File: src/rtl/rx_bit_timer_pkg.sv
// ---------------------------------------------------------------------------
// usb_rx_pkg : bit-timing constants shared by the USB receive path blocks
// Revision 1.0
// ---------------------------------------------------------------------------
`default_nettype none

package usb_rx_pkg;

  localparam int unsigned CLKS_PER_BIT  = 8;  // 96 MHz system clock / 12 Mbps
  localparam int unsigned SAMPLE_POINT  = 3;  // must be < CLKS_PER_BIT
  localparam int unsigned BITS_PER_BYTE = 8;
  localparam int unsigned STUFF_LIMIT   = 6;

endpackage

`default_nettype wire

File: src/rtl/rx_bit_timer_flex_counter.sv
// ---------------------------------------------------------------------------
// flex_counter : wrapping up-counter with synchronous clear and rollover flag
// Revision 1.0
// ---------------------------------------------------------------------------
`default_nettype none

module flex_counter #(
  parameter int unsigned WIDTH    = 4,
  parameter int unsigned ROLLOVER = 15
) (
  input  logic             clk,
  input  logic             rst,
  input  logic             clear,
  input  logic             count_enable,
  output logic [WIDTH-1:0] count,
  output logic             rollover_flag
);

  localparam logic [WIDTH-1:0] ROLL_VAL = WIDTH'(ROLLOVER);

  // Clear wins over counting so a resync edge always restarts the phase.
  always_ff @(posedge clk or posedge rst) begin
    if (rst) begin
      count <= '0;
    end else if (clear) begin
      count <= '0;
    end else if (count_enable) begin
      count <= (count == ROLL_VAL) ? '0 : count + 1'b1;
    end
  end

  assign rollover_flag = (count == ROLL_VAL);

endmodule

`default_nettype wire

File: src/rtl/rx_bit_timer.sv
// ---------------------------------------------------------------------------
// rx_bit_timer : USB RX bit-timing recovery, mid-bit shift strobe, byte pulse.
// Optional bit unstuffing when RX_BIT_UNSTUFF_EN is defined.  Revision 1.0
// ---------------------------------------------------------------------------
`default_nettype none

module rx_bit_timer
  import usb_rx_pkg::*;
(
  input  logic clk,
  input  logic rst,
  input  logic enable_timer,
  input  logic d_edge,
  input  logic d_orig,
  output logic shift_enable,
  output logic byte_received,
  output logic stuff_error
);

  localparam int unsigned CLK_W = $clog2(CLKS_PER_BIT);
  localparam int unsigned BIT_W = $clog2(BITS_PER_BYTE + 1);

  logic [CLK_W-1:0] clk_cnt;
  logic [BIT_W-1:0] bit_cnt;
  logic             unused_clk_wrap;
  logic             bit_full;
  logic             counted_shift;

  flex_counter #(
    .WIDTH    (CLK_W),
    .ROLLOVER (CLKS_PER_BIT - 1)
  ) u_clk_cnt (
    .clk           (clk),
    .rst           (rst),
    .clear         (d_edge | ~enable_timer),
    .count_enable  (enable_timer),
    .count         (clk_cnt),
    .rollover_flag (unused_clk_wrap)
  );

  assign shift_enable = enable_timer & (clk_cnt == CLK_W'(SAMPLE_POINT)) & ~rst;

  // Holds BITS_PER_BYTE for one cycle, then its own rollover returns it to 0.
  flex_counter #(
    .WIDTH    (BIT_W),
    .ROLLOVER (BITS_PER_BYTE)
  ) u_bit_cnt (
    .clk           (clk),
    .rst           (rst),
    .clear         (~enable_timer),
    .count_enable  (counted_shift | bit_full),
    .count         (bit_cnt),
    .rollover_flag (bit_full)
  );

  always_ff @(posedge clk or posedge rst) begin
    if (rst) begin
      byte_received <= 1'b0;
    end else begin
      byte_received <= counted_shift & (bit_cnt == BIT_W'(BITS_PER_BYTE - 1));
    end
  end

`ifdef RX_BIT_UNSTUFF_EN
  localparam int unsigned ONES_W = $clog2(STUFF_LIMIT + 1);

  logic [ONES_W-1:0] ones_cnt;
  logic              discard;

  // After STUFF_LIMIT ones the next strobe carries the stuffed bit.
  assign discard       = shift_enable & (ones_cnt == ONES_W'(STUFF_LIMIT));
  assign counted_shift = shift_enable & ~discard;

  always_ff @(posedge clk or posedge rst) begin
    if (rst) begin
      ones_cnt    <= '0;
      stuff_error <= 1'b0;
    end else begin
      stuff_error <= discard & d_orig;
      if (!enable_timer || discard) begin
        ones_cnt <= '0;
      end else if (counted_shift) begin
        ones_cnt <= d_orig ? ones_cnt + 1'b1 : '0;
      end
    end
  end
`else
  logic unused_d_orig;

  assign unused_d_orig = d_orig;
  assign counted_shift = shift_enable;
  assign stuff_error   = 1'b0;
`endif

endmodule

`default_nettype wire

File: config.mk
export PLATFORM = sky130hd
export DESIGN_NAME = rx_bit_timer
export DESIGN_NICKNAME = d
export VERILOG_FILES = /design/src/rtl/rx_bit_timer_pkg.sv /design/src/rtl/rx_bit_timer_flex_counter.sv /design/src/rtl/rx_bit_timer.sv
export SDC_FILE = /design/constraint.sdc
export NUM_CORES = 1
export LEC_CHECK = 0
export CORE_AREA = 3 3 40 42
export CTS_CLUSTER_DIAMETER = 120
export CTS_CLUSTER_SIZE = 14
export DETAILED_ROUTE_END_ITERATION = 10
export DIE_AREA = 0 0 43 45
export DONT_BUFFER_PORTS = 1
export SETUP_SLACK_MARGIN = 0.5
export SLEW_MARGIN = 20
export SYNTH_ARGS = -nofsm -noshare
export SYNTH_HDL_FRONTEND = slang
export SYNTH_HIERARCHICAL = 1
export SYNTH_SLANG_ARGS = --single-unit
File: constraint.sdc
create_clock -name clk -period 4 [get_ports clk]
set_input_delay 0.4 -clock clk [delete_from_list [all_inputs] [get_ports clk]]
set_output_delay 0.4 -clock clk [all_outputs]
set_load 0.01 [all_outputs]
# ---- Yosys cells after proc, flatten, opt, wreduce, memory -nomap -nowiden
# Index checks and enable logic that the tools add are counted.
dict set report totals {
  ff_bits 8
  input_bits 5
  out_inout_bits 3
  wordCells 24
}
dict set report classes {
  n_addsub 2
  n_eq_ne 5
  muxes 6
  bitwise_logic 7
  reduce_logical 1
}
# cell n
set op_table {}
lappend op_table {{$mux W4} 3}
lappend op_table {{$mux W3} 3}
lappend op_table {{$add A4 B1 Y4 const B} 1}
lappend op_table {{$eq A4 B3 Y1 const B} 1}
lappend op_table {{$eq A4 B4 Y1 const B} 1}
lappend op_table {{$add A3 B1 Y3 const B} 1}
lappend op_table {{$and A1 B1 Y1} 3}
lappend op_table {{$eq A3 B2 Y1 const B} 1}
lappend op_table {{$eq A3 B3 Y1 const B} 1}
lappend op_table {{$ne A2 B1 Y1 const B} 1}
lappend op_table {{$not A1 Y1} 2}
lappend op_table {{$or A1 B1 Y1} 2}
lappend op_table {{$reduce_bool A2 Y1} 1}

# ---- Depth between registers and ports, before layout
# Gate-level depths: netlist of run 1.
dict set report depth {
  ltp_word 6
  depth_mapped 9
  mapped_depth_nobuf 9
}

# ---- Modules after synthesis
# The synthesis of run 1 kept the hierarchy.
# mod n_inst cells_each area_per_inst_um2 seq_area_each_um2
set by_module_without_submodules {}
lappend by_module_without_submodules {{flex_counter (u_bit_cnt)} 1 26 240.2 100.1}
lappend by_module_without_submodules {{flex_counter (u_clk_cnt)} 1 13 155.1 75.1}
lappend by_module_without_submodules {rx_bit_timer 1 12 98.8 25.0}

# ---- Least setup slack after synthesis of run 1
# No wires, ideal clock.
dict set report synth_path {
  path_type {flip-flop to flip-flop}
  startpoint {reg u_clk_cnt.count[0]}
  endpoint {reg u_bit_cnt.count[2]}
  setup_ns 0.073
  arrival_ns 1.520
  t_required_ns 3.927
  path_slack_ns 2.407
  stages_incl_launch_ff 6
  n_path_buf 0
  period_less_slack_ns 1.593
  path_cell_list {dfrtp_1 -> nand3_2 -> o31ai_1 -> nand2_2 -> or3b_1 -> a21oi_2}
}
dict set report synth_between {
  elab_chain_cells 5
}
# element line
set synth_lines {}
lappend synth_lines {{from (decl)} rx_bit_timer_flex_counter.sv:15} ;# output logic [WIDTH-1:0] count,
lappend synth_lines {{from (signal assigned)} rx_bit_timer_flex_counter.sv:28} ;# count <= (count == ROLL_VAL) ? '0 : count + 1'b1;
lappend synth_lines {{$eq A3 B2 Y1} rx_bit_timer.sv:41} ;# assign shift_enable = enable_timer & (clk_cnt == CLK_W'(SAMPLE_POINT)) & ~rst;
lappend synth_lines {{$and A1 B1 Y1 (2 in a row)} rx_bit_timer.sv:41}
lappend synth_lines {{$or A1 B1 Y1} rx_bit_timer.sv:51} ;# .count_enable (counted_shift | bit_full),
lappend synth_lines {{$ne A2 B1 Y1 (no source line)} --}
lappend synth_lines {{to (signal assigned)} rx_bit_timer_flex_counter.sv:28}
lappend synth_lines {{to (decl)} rx_bit_timer_flex_counter.sv:15}
# No other way between the ends.
# A chain may end at the register's enable or synchronous reset.

# ---- Final worst setup path of run 1
dict set report layout_path {
  startpoint {reg u_bit_cnt.count[0]}
  endpoint {reg u_bit_cnt.count[2]}
}
dict set report layout_between {
  elab_chain_cells 4
  word_cells_on_any_way 7
  classes_between {add/sub (1); eq/ne (2); mux (3); bitwise (1)}
}
# element line
set layout_lines {}
lappend layout_lines {{$eq A4 B4 Y1 (*)} rx_bit_timer_flex_counter.sv:32} ;# assign rollover_flag = (count == ROLL_VAL);
lappend layout_lines {{net bit_full} rx_bit_timer.sv:26} ;# logic bit_full;
lappend layout_lines {{$mux W4} rx_bit_timer_flex_counter.sv:28}
lappend layout_lines {{$mux W4} rx_bit_timer_flex_counter.sv:27} ;# end else if (count_enable) begin
lappend layout_lines {{$mux W4} rx_bit_timer_flex_counter.sv:25} ;# end else if (clear) begin
# Mark *: on every way through the listed nets, which the timed path passes. The rest lies on a longest branch. The select of a mux whose other input is x is not followed.

==> metrics.cfg, run 1 <==
[outcome]
status = finished clean

[cells_and_area]
nFillCells = 119
multi_input_area_um2 = 260
seq_area_um2 = 200
fin_area_um2 = 538
diodes = 0
drive_above_1_share_pct = 14.8
fin_nets = 65
syn_to_final_growth_pct = 8.86
utilization_pct = 41.9

[floorplan]
die_area_um2 = 1940
start_util_pct = 38.5
die-height_um = 45
core_um2 = 1280
die_w_um = 43
rows = 13
boundaryPins = 8

[setup_path]
cp.required_ps = 4180
crit_chain = inv_1 -> ha_1 -> nand2_1 -> nor2_1 -> inv_1 -> o31ai_1 -> nand2_2 -> or3b_1 -> a21oi_2
worstSetupPathType = reg2reg
cp_top_family = simple AND/OR/NAND/NOR gates
crit_path_start_kind = flip-flop
cpPeakStageDelay_ps = 440
cp_max_fo = 6
rrSetupSlack_ps = 2120
crit_top_cell = inv_1
worst_path_max_delay_cell = dfrtp_1
cp-end-kind = flip-flop
worstPathArrival_ps = 2060
crit_buf_inv = 2

[route]
num_vias = 357
drtIter0Drc = 11
detail_route.vias_per_cell = 5.17
wire_per_inst_um = 13.0
dr_wl_met2_um = 398
highest_layer = met3
dr_wl_met3_um = 67
drc = 0
drt_wl_total_um = 895
wl_met1_um = 428
drtAntennaViolNets = 0
first_pass_iters = 4

[power]
ir_worst_vdd_mv = 0.147
combPwrFrac_pct = 4.9
swShare_pct = 22.4
p_per_area_nw_per_um2 = 285
intPower_w = 0.000119
total_leakage_power_nw = 0.249
clockPowerShare_pct = 41.4
power_frac_seq_pct = 53.6
p_sw_w = 0.0000343
power.total_w = 0.000153

[logic_synthesis]
synthesis.nets = 60
synth_common_cells = dfrtp_1 (8), inv_1 (7), ha_1 (4), nor2_1 (4)
synth_area_leaders = dfrtp_1 (41%), ha_1 (10%), mux2i_1 (6.1%)
syn_inst = 51
netlist_area_um2 = 494
yosys_warnings = 6
yosysTopAreaCellShare_pct = 40.5
synth_ff_type = dfrtp_1
yosysMostFrequentCell = dfrtp_1
synth-edff-count = 0
synth-seq-cells = 8
yosysUniqueCellTypes = 24
avgSynthCellArea_um2 = 9.69
yosysSeqAreaShare_pct = 40.5
synth-async-reset-ratio_pct = 100
yosysTopAreaCell = dfrtp_1

[clock_network]
htree_levels = 1
clockBufferDepth = 2
cts.sinks = 8
ctsRootBufferMaster = clkbuf_4
cts_tree = yes
clk_latency_ps = 260
cts_made_buffers = 3
cts.clk_slew.worst_paths_ps = 60

[sta]
clock.fmax_mhz = 532
slew-limit-headroom_pct = 45.9
setup_viol = 0
final_hold_viol_count = 0
worst_slew_pin_slew_ps = 805
setup_slack_ps = 2120
clock_skew_ps = 6.12
min_period_ps = 1880
tns_ps = 0
period_share_pct = 47.0
drv_slew = 0
rsz0062_at_grt = no

[run]
maxCapViolCount = 0

[hold_path]
hold_class = in2reg

[global_route]
grt_pass1_wl_mm = 1.55
track_usage_pct = 11.1
grt_pass1_vias = 374
antenna_found_initial = 0
overflow = 0
grt_max_degree = 8

[placed_design]
place_area_um2 = 505
place_hpwl_um = 633
post-place-ws_ps = 2140
gp_congestion = 0.777
portBuffers = 0

-- cell type report --
class / instances / area share, %
Clock buffer: 3 / 4.19
Inverter: 7 / 4.88
Multi-Input combinational cell: 35 / 48.4
Sequential cell: 8 / 37.2
Tap cell: 15 / 3.49
Timing Repair Buffer: 1 / 1.86
-- cell families after synthesis --
group           count (synthesis)  synth area share, %
mux                             3                 6.08
compound gates                  9                 12.2
fa+ha+maj                       4                 10.1
flops                           8                 40.5
buf+inv                         8                 6.84
other cells                     1                0.759
simple gates                   18                 23.5
-- through the flow --
step                      cells  hold slack [ps]
after floorplan              51              129
after global placement       65              130
after detailed placement     65              132
after CTS                    69              192
after global routing         69              188
final                        69              200
-- final timing paths --
kind / startpoint / endpoint / cells past startpoint
setup reg to reg: u_bit_cnt/count[0] / u_bit_cnt/count[2] / 9
hold / removal: rst / byte_received / 1
setup / recovery: u_bit_cnt/count[0] / u_bit_cnt/count[2] / 9
hold reg to reg: u_clk_cnt/count[2] / byte_received / 1
min in group asynchronous: rst / byte_received / 2
max in group asynchronous: rst / u_bit_cnt/count[2] / 2
-- power by group through the flow --
stage	Clock, W	Sequential [W]	Combinational [W]
final	0.0000636	0.0000822	0.00000757
after floorplan	0	0.0000836	0.00000630
after global placement	0	0.0000837	0.00000658
after global routing	0.0000705	0.0000823	0.00000855
after detailed placement	0	0.0000837	0.00000655
after CTS	0.0000668	0.0000822	0.00000770
-- per-layer routing --
layer  track usage, %  vias up
li1                 -      180
met1             12.7      164
met2             17.7       13
met3             7.17        0
met4             2.41        0
met5                0        -
-- flip-flops by register name (all words and copies together) (netlist names) --
| register | flops |
|---|---|
| u_bit_cnt/count | 4 |
| byte_received | 1 |
| u_clk_cnt/count | 3 |
-- layout by cell type (no fill, tap or decap), types with 3 or more instances in the layout --
| cell type | n |
|---|---|
| inv_1 | 7 |
| nand2_1 | 3 |
| clkbuf_4 | 3 |
| nor2_1 | 4 |
| mux2i_1 | 3 |
| dfrtp_1 | 8 |
| ha_1 | 4 |
-- worst register-to-register path, stage by stage (launching register included) --
cell and delay [ps]:
dfrtp_1 440, inv_1 100, ha_1 170, nand2_1 110, nor2_1 120, inv_1 50, o31ai_1 200, nand2_2 100
or3b_1 390, a21oi_2 130
-- what timing repair did --
| action | CTS | global route |
|---|---|---|
| resized for setup | 0 | 0 |
| endpoints found under the hold margin | 8 | 0 |
| hold buffers | 1 | 0 |
| setup buffers | 0 | 0 |
Power figures use the tool's default switching activity.
==> run 2: changes to the inputs <==
Clock period 4 ns to 1.55 ns, I/O delays scaled along.
==> metrics.cfg, run 2 (synthesis results as in run 1) <==
[outcome]
status = finished clean

[run]
maxCapViolCount = 0

[hold_path]
hold_class = in2reg

[placed_design]
portBuffers = 0
gp_congestion = 0.694
place_hpwl_um = 727
place_inst = 71
place_area_um2 = 567

[power]
ir_worst_vdd_mv = 0.327
p_per_area_nw_per_um2 = 580
total_leakage_power_nw = 0.304

[sta]
clock.fmax_mhz = 663
clock_skew_ps = 7.23
final_hold_viol_count = 0
rsz0062_at_grt = yes
setup_viol = 0
drv_slew = 0
tns_ps = 0
min_period_ps = 1510
period_share_pct = 97.3

[floorplan]
die-height_um = 45
rows = 13
die_w_um = 43
die_area_um2 = 1940
boundaryPins = 8
core_um2 = 1280
start_util_pct = 38.5

[setup_path]
endpoint = u_bit_cnt/count[2]
r2r_end = u_bit_cnt/count[2]
r2r_cells = 9
cp.required_ps = 1730
cp-end-kind = flip-flop
rrSetupSlack_ps = 40
worstPathArrival_ps = 1690
cp_max_fo = 2
reg2reg_from = u_bit_cnt/count[0]
worstSetupPathType = reg2reg
crit_path_start_kind = flip-flop
crit_start = u_bit_cnt/count[0]

[clock_network]
cts.clk_slew.worst_paths_ps = 60
ctsRootBufferMaster = clkbuf_4
cts_tree = yes
clockBufferDepth = 2
cts_made_buffers = 3
clk_latency_ps = 250
htree_levels = 1
cts.sinks = 8

[global_route]
overflow = 0
grt_pass1_vias = 457
grt_max_degree = 8
track_usage_pct = 12.9
grt_pass1_wl_mm = 1.86
antenna_found_initial = 0

[cells_and_area]
diodes = 0
largest_register_ffs = 4
fin_area_um2 = 688
fin_nets = 75
syn_to_final_growth_pct = 39.2
drive_above_1_share_pct = 43.8
reg.largest.list = u_bit_cnt/count (4), u_clk_cnt/count (3), byte_received (1)
final_cells = 79
largest_register = u_bit_cnt/count
final_common_cell = buf_4
most-common-layout-cells = buf_4 (9), dfrtp_1 (8), inv_1 (4)

[route]
drtAntennaViolNets = 0
drtIter0Drc = 7
num_vias = 402
first_pass_iters = 4
wire_per_inst_um = 13.2
detail_route.vias_per_cell = 5.09
drt_wl_total_mm = 1.04
drc = 0

-- run 2: worst min-delay path by stage --
stage	from	endpoint	slack, ps	depth (start not counted)
after floorplan	rst	byte_received	-120	1
after global placement	rst	byte_received	-110	1
after detailed placement	rst	byte_received	-110	1
after CTS	enable_timer	byte_received	80	2
after global routing	enable_timer	byte_received	100	2
final	enable_timer	byte_received	90	2
-- run 2: worst max-delay path, stage by stage (launching register included) --
cell	delay [ps]
dfrtp_1	380
inv_2	80
ha_4	140
nand2_4	60
nor2_4	90
inv_2	50
o31ai_4	60
nand2_2	80
or3b_1	380
a21oi_2	120
-- run 2: stage by stage --
step | power (W) | hold WS (ps) | util [%] | setup WS [ps]
3_3_place_gp | 0.000234 | -115 | 44.1 | 32.2
3_5_place_dp | 0.000234 | -114 | 44.1 | -27.8
6_report | 0.000399 | 90.9 | 53.6 | 41.7
4_1_cts | 0.000400 | 79.7 | 51.6 | -25.1
2_1_floorplan | 0.000232 | -116 | - | 22.7
5_1_grt | 0.000416 | 96.0 | 53.6 | -34.2
-- run 2: final cells by class --
type | instances | area (µm²)
fill | 124 | 597
clock buffer | 3 | 22.5
inverter | 7 | 26.3
multi-input combinational | 35 | 332
timing repair buffer | 11 | 88.8
tap | 15 | 18.8
sequential | 8 | 200
-- run 2: where the power goes --
group          switching, W   total, W  internal [W]
clock             0.0000735   0.000162     0.0000888
sequential       0.00000251   0.000213      0.000210
combinational     0.0000136  0.0000239     0.0000102
-- run 2: per-layer routing --
metal  track usage [%]  vias to the layer above  wire (µm)
li1                  -                      201          -
met1              16.1                      192        501
met2              21.0                        7        494
met3              2.39                        2         37
met4              7.23                        0          8
met5                 0                        -          0
-- run 2: what timing repair did --
| action | 4_1_cts | 5_1_grt |
|---|---|---|
| gates resized for setup | 9 | 4 |
| endpoints found under the hold margin | 9 | 0 |
| setup buffers | 4 | 0 |
| pin swaps | 7 | 6 |
| hold buffers | 1 | 0 |
| setup endpoints to repair | 7 | 8 |
==> run 3: changes to the inputs <==
Settings changed: BUFFER_PORTS_ARGS from default to -buffer_cell sky130_fd_sc_hd__buf_4, DONT_BUFFER_PORTS 1 to default.
==> metrics.cfg, run 3 (synthesis results as in run 1) <==
[outcome]
status = finished clean

[placed_design]
place_hpwl_um = 687
post-place-ws_ps = 0.675
place_area_um2 = 604
place_inst = 76
gp_congestion = 0.804
portBuffers = 5

[cells_and_area]
final_cells = 89
reg.largest.list = u_bit_cnt/count (4), u_clk_cnt/count (3), byte_received (1)
syn_to_final_growth_pct = 57.5
diodes = 0
nFillCells = 95
fin_nets = 85
largest_register = u_bit_cnt/count
largest_register_ffs = 4
fin_area_um2 = 778
final_common_cell = buf_4
drive_above_1_share_pct = 55.4
most-common-layout-cells = buf_4 (18), dfrtp_1 (6), inv_1 (4)

[power]
p_per_area_nw_per_um2 = 526
ir_worst_vdd_mv = 0.380
swShare_pct = 23.1
power_frac_seq_pct = 52.2
clockPowerShare_pct = 39.6
power.total_w = 0.000409
p_sw_w = 0.0000946
intPower_w = 0.000314
total_leakage_power_nw = 0.348
combPwrFrac_pct = 8.2

[sta]
drv_slew = 0
setup_slack_ps = 14.4
holdWs_ps = 116
final_hold_viol_count = 0
setup_viol = 0
clock_skew_ps = 6.95
clock.fmax_mhz = 651
rsz0062_at_grt = yes
min_period_ps = 1540
period_share_pct = 99.1

[route]
first_pass_iters = 3
drtIter0Drc = 6
drtAntennaViolNets = 0
detail_route.vias_per_cell = 4.85
drt_wl_total_mm = 1.18
drc = 0
num_vias = 432
wire_per_inst_um = 13.2

[setup_path]
cp.required_ps = 1740
r2r_cells = 9
worst_path_max_delay_cell = dfrtp_1
r2r_end = u_bit_cnt/count[2]
endpoint = u_bit_cnt/count[2]
cpPeakStageDelay_ps = 390
reg2reg_from = u_bit_cnt/count[0]
cp-end-kind = flip-flop
crit_chain = inv_2 -> ha_4 -> nand2_4 -> nor2_4 -> inv_2 -> o31ai_4 -> nand2_2 -> or3b_4 -> a21oi_2
worstPathArrival_ps = 1730
crit_start = u_bit_cnt/count[0]
rrSetupSlack_ps = 10
cp_max_fo = 2
worstSetupPathType = reg2reg
crit_path_start_kind = flip-flop
crit_top_cell = inv_2

[global_route]
grt_pass1_wl_mm = 2.03
grt_pass1_vias = 465
antenna_found_initial = 0
grt_max_degree = 8
overflow = 0
track_usage_pct = 14.6

[clock_network]
cts.clk_slew.worst_paths_ps = 60
cts_tree = yes
cts_made_buffers = 3
htree_levels = 1
clockBufferDepth = 2
cts.sinks = 8
ctsRootBufferMaster = clkbuf_4
clk_latency_ps = 260

[floorplan]
core_um2 = 1280
rows = 13
die-height_um = 45
start_util_pct = 38.5
die_area_um2 = 1940
boundaryPins = 8
die_w_um = 43

[run]
maxCapViolCount = 0

[hold_path]
hold_class = in2reg

## run 3: changes by cell type in the layout (fill, tap and decap cells not counted)
| cell | change |
|---|---|
| nor3_2 | -1 |
| nor3_4 | +1 |
| buf_6 | +1 |
| or3b_1 | -1 |
| or3b_4 | +1 |
| dfrtp_2 | +2 |
| buf_4 | +9 |
| dfrtp_1 | -2 |
## run 3: per-stage QoR
| stage | util (%) | TNS (ps) |
|---|---|---|
| after global placement | 47.0 | 0 |
| after global routing | 60.6 | -45.3 |
| after detailed placement | 47.0 | 0 |
| after floorplan | - | 0 |
| after CTS | 57.4 | -16.7 |
| final | 60.6 | 0 |
## run 3: metal layers
layer	track usage (%)	share of wire, %
met3	4.78	4.0
met1	14.9	42
met4	7.23	1.4
met5	0	0
met2	26.9	53
## run 3: worst min path at each step
stage / start / to / slack [ps] / depth (start not counted)
after floorplan: rst / byte_received / -120 / 1
after global placement: rst / byte_received / 40 / 2
after detailed placement: rst / byte_received / 50 / 2
after CTS: rst / byte_received / 100 / 2
after global routing: rst / byte_received / 110 / 2
final: rst / byte_received / 120 / 2
## run 3: critical path, delay by kind of cell (launching register included)
family,cells,cell delay (ps)
adders and majority gates,1,160
buffers and inverters,2,140
DFF,1,390
AOI/OAI and AO/OA,2,170
and+or+nand+nor,4,620
## run 3: power by group through the flow
stage / Sequential (W) / Combinational, W / Clock (W)
global route: 0.000214 / 0.0000384 / 0.000180
global placement: 0.000216 / 0.0000279 / 0
floorplan: 0.000216 / 0.0000163 / 0
CTS: 0.000212 / 0.0000328 / 0.000166
finish: 0.000213 / 0.0000335 / 0.000162
detailed placement: 0.000216 / 0.0000283 / 0
## run 3: area by class of cell
type                    count  area (µm²)  share of cell area, %
multi-input cells          35         340                   43.7
flip-flops and latches      8         203                   26.0
well taps                  15        18.8                   2.41
repair buffers             21         168                   21.5
inverters                   7        26.3                   3.38
clock buffers               3        22.5                   2.89
## run 3: repair_timing
item | in CTS | in global routing
resized for setup | 9 | 9
pin swaps | 9 | 6
hold endpoints to repair | 8 | 0
hold buffers | 1 | 0
setup buffers | 8 | 1
gates cloned | 0 | 0
endpoints found under the setup margin | 7 | 8
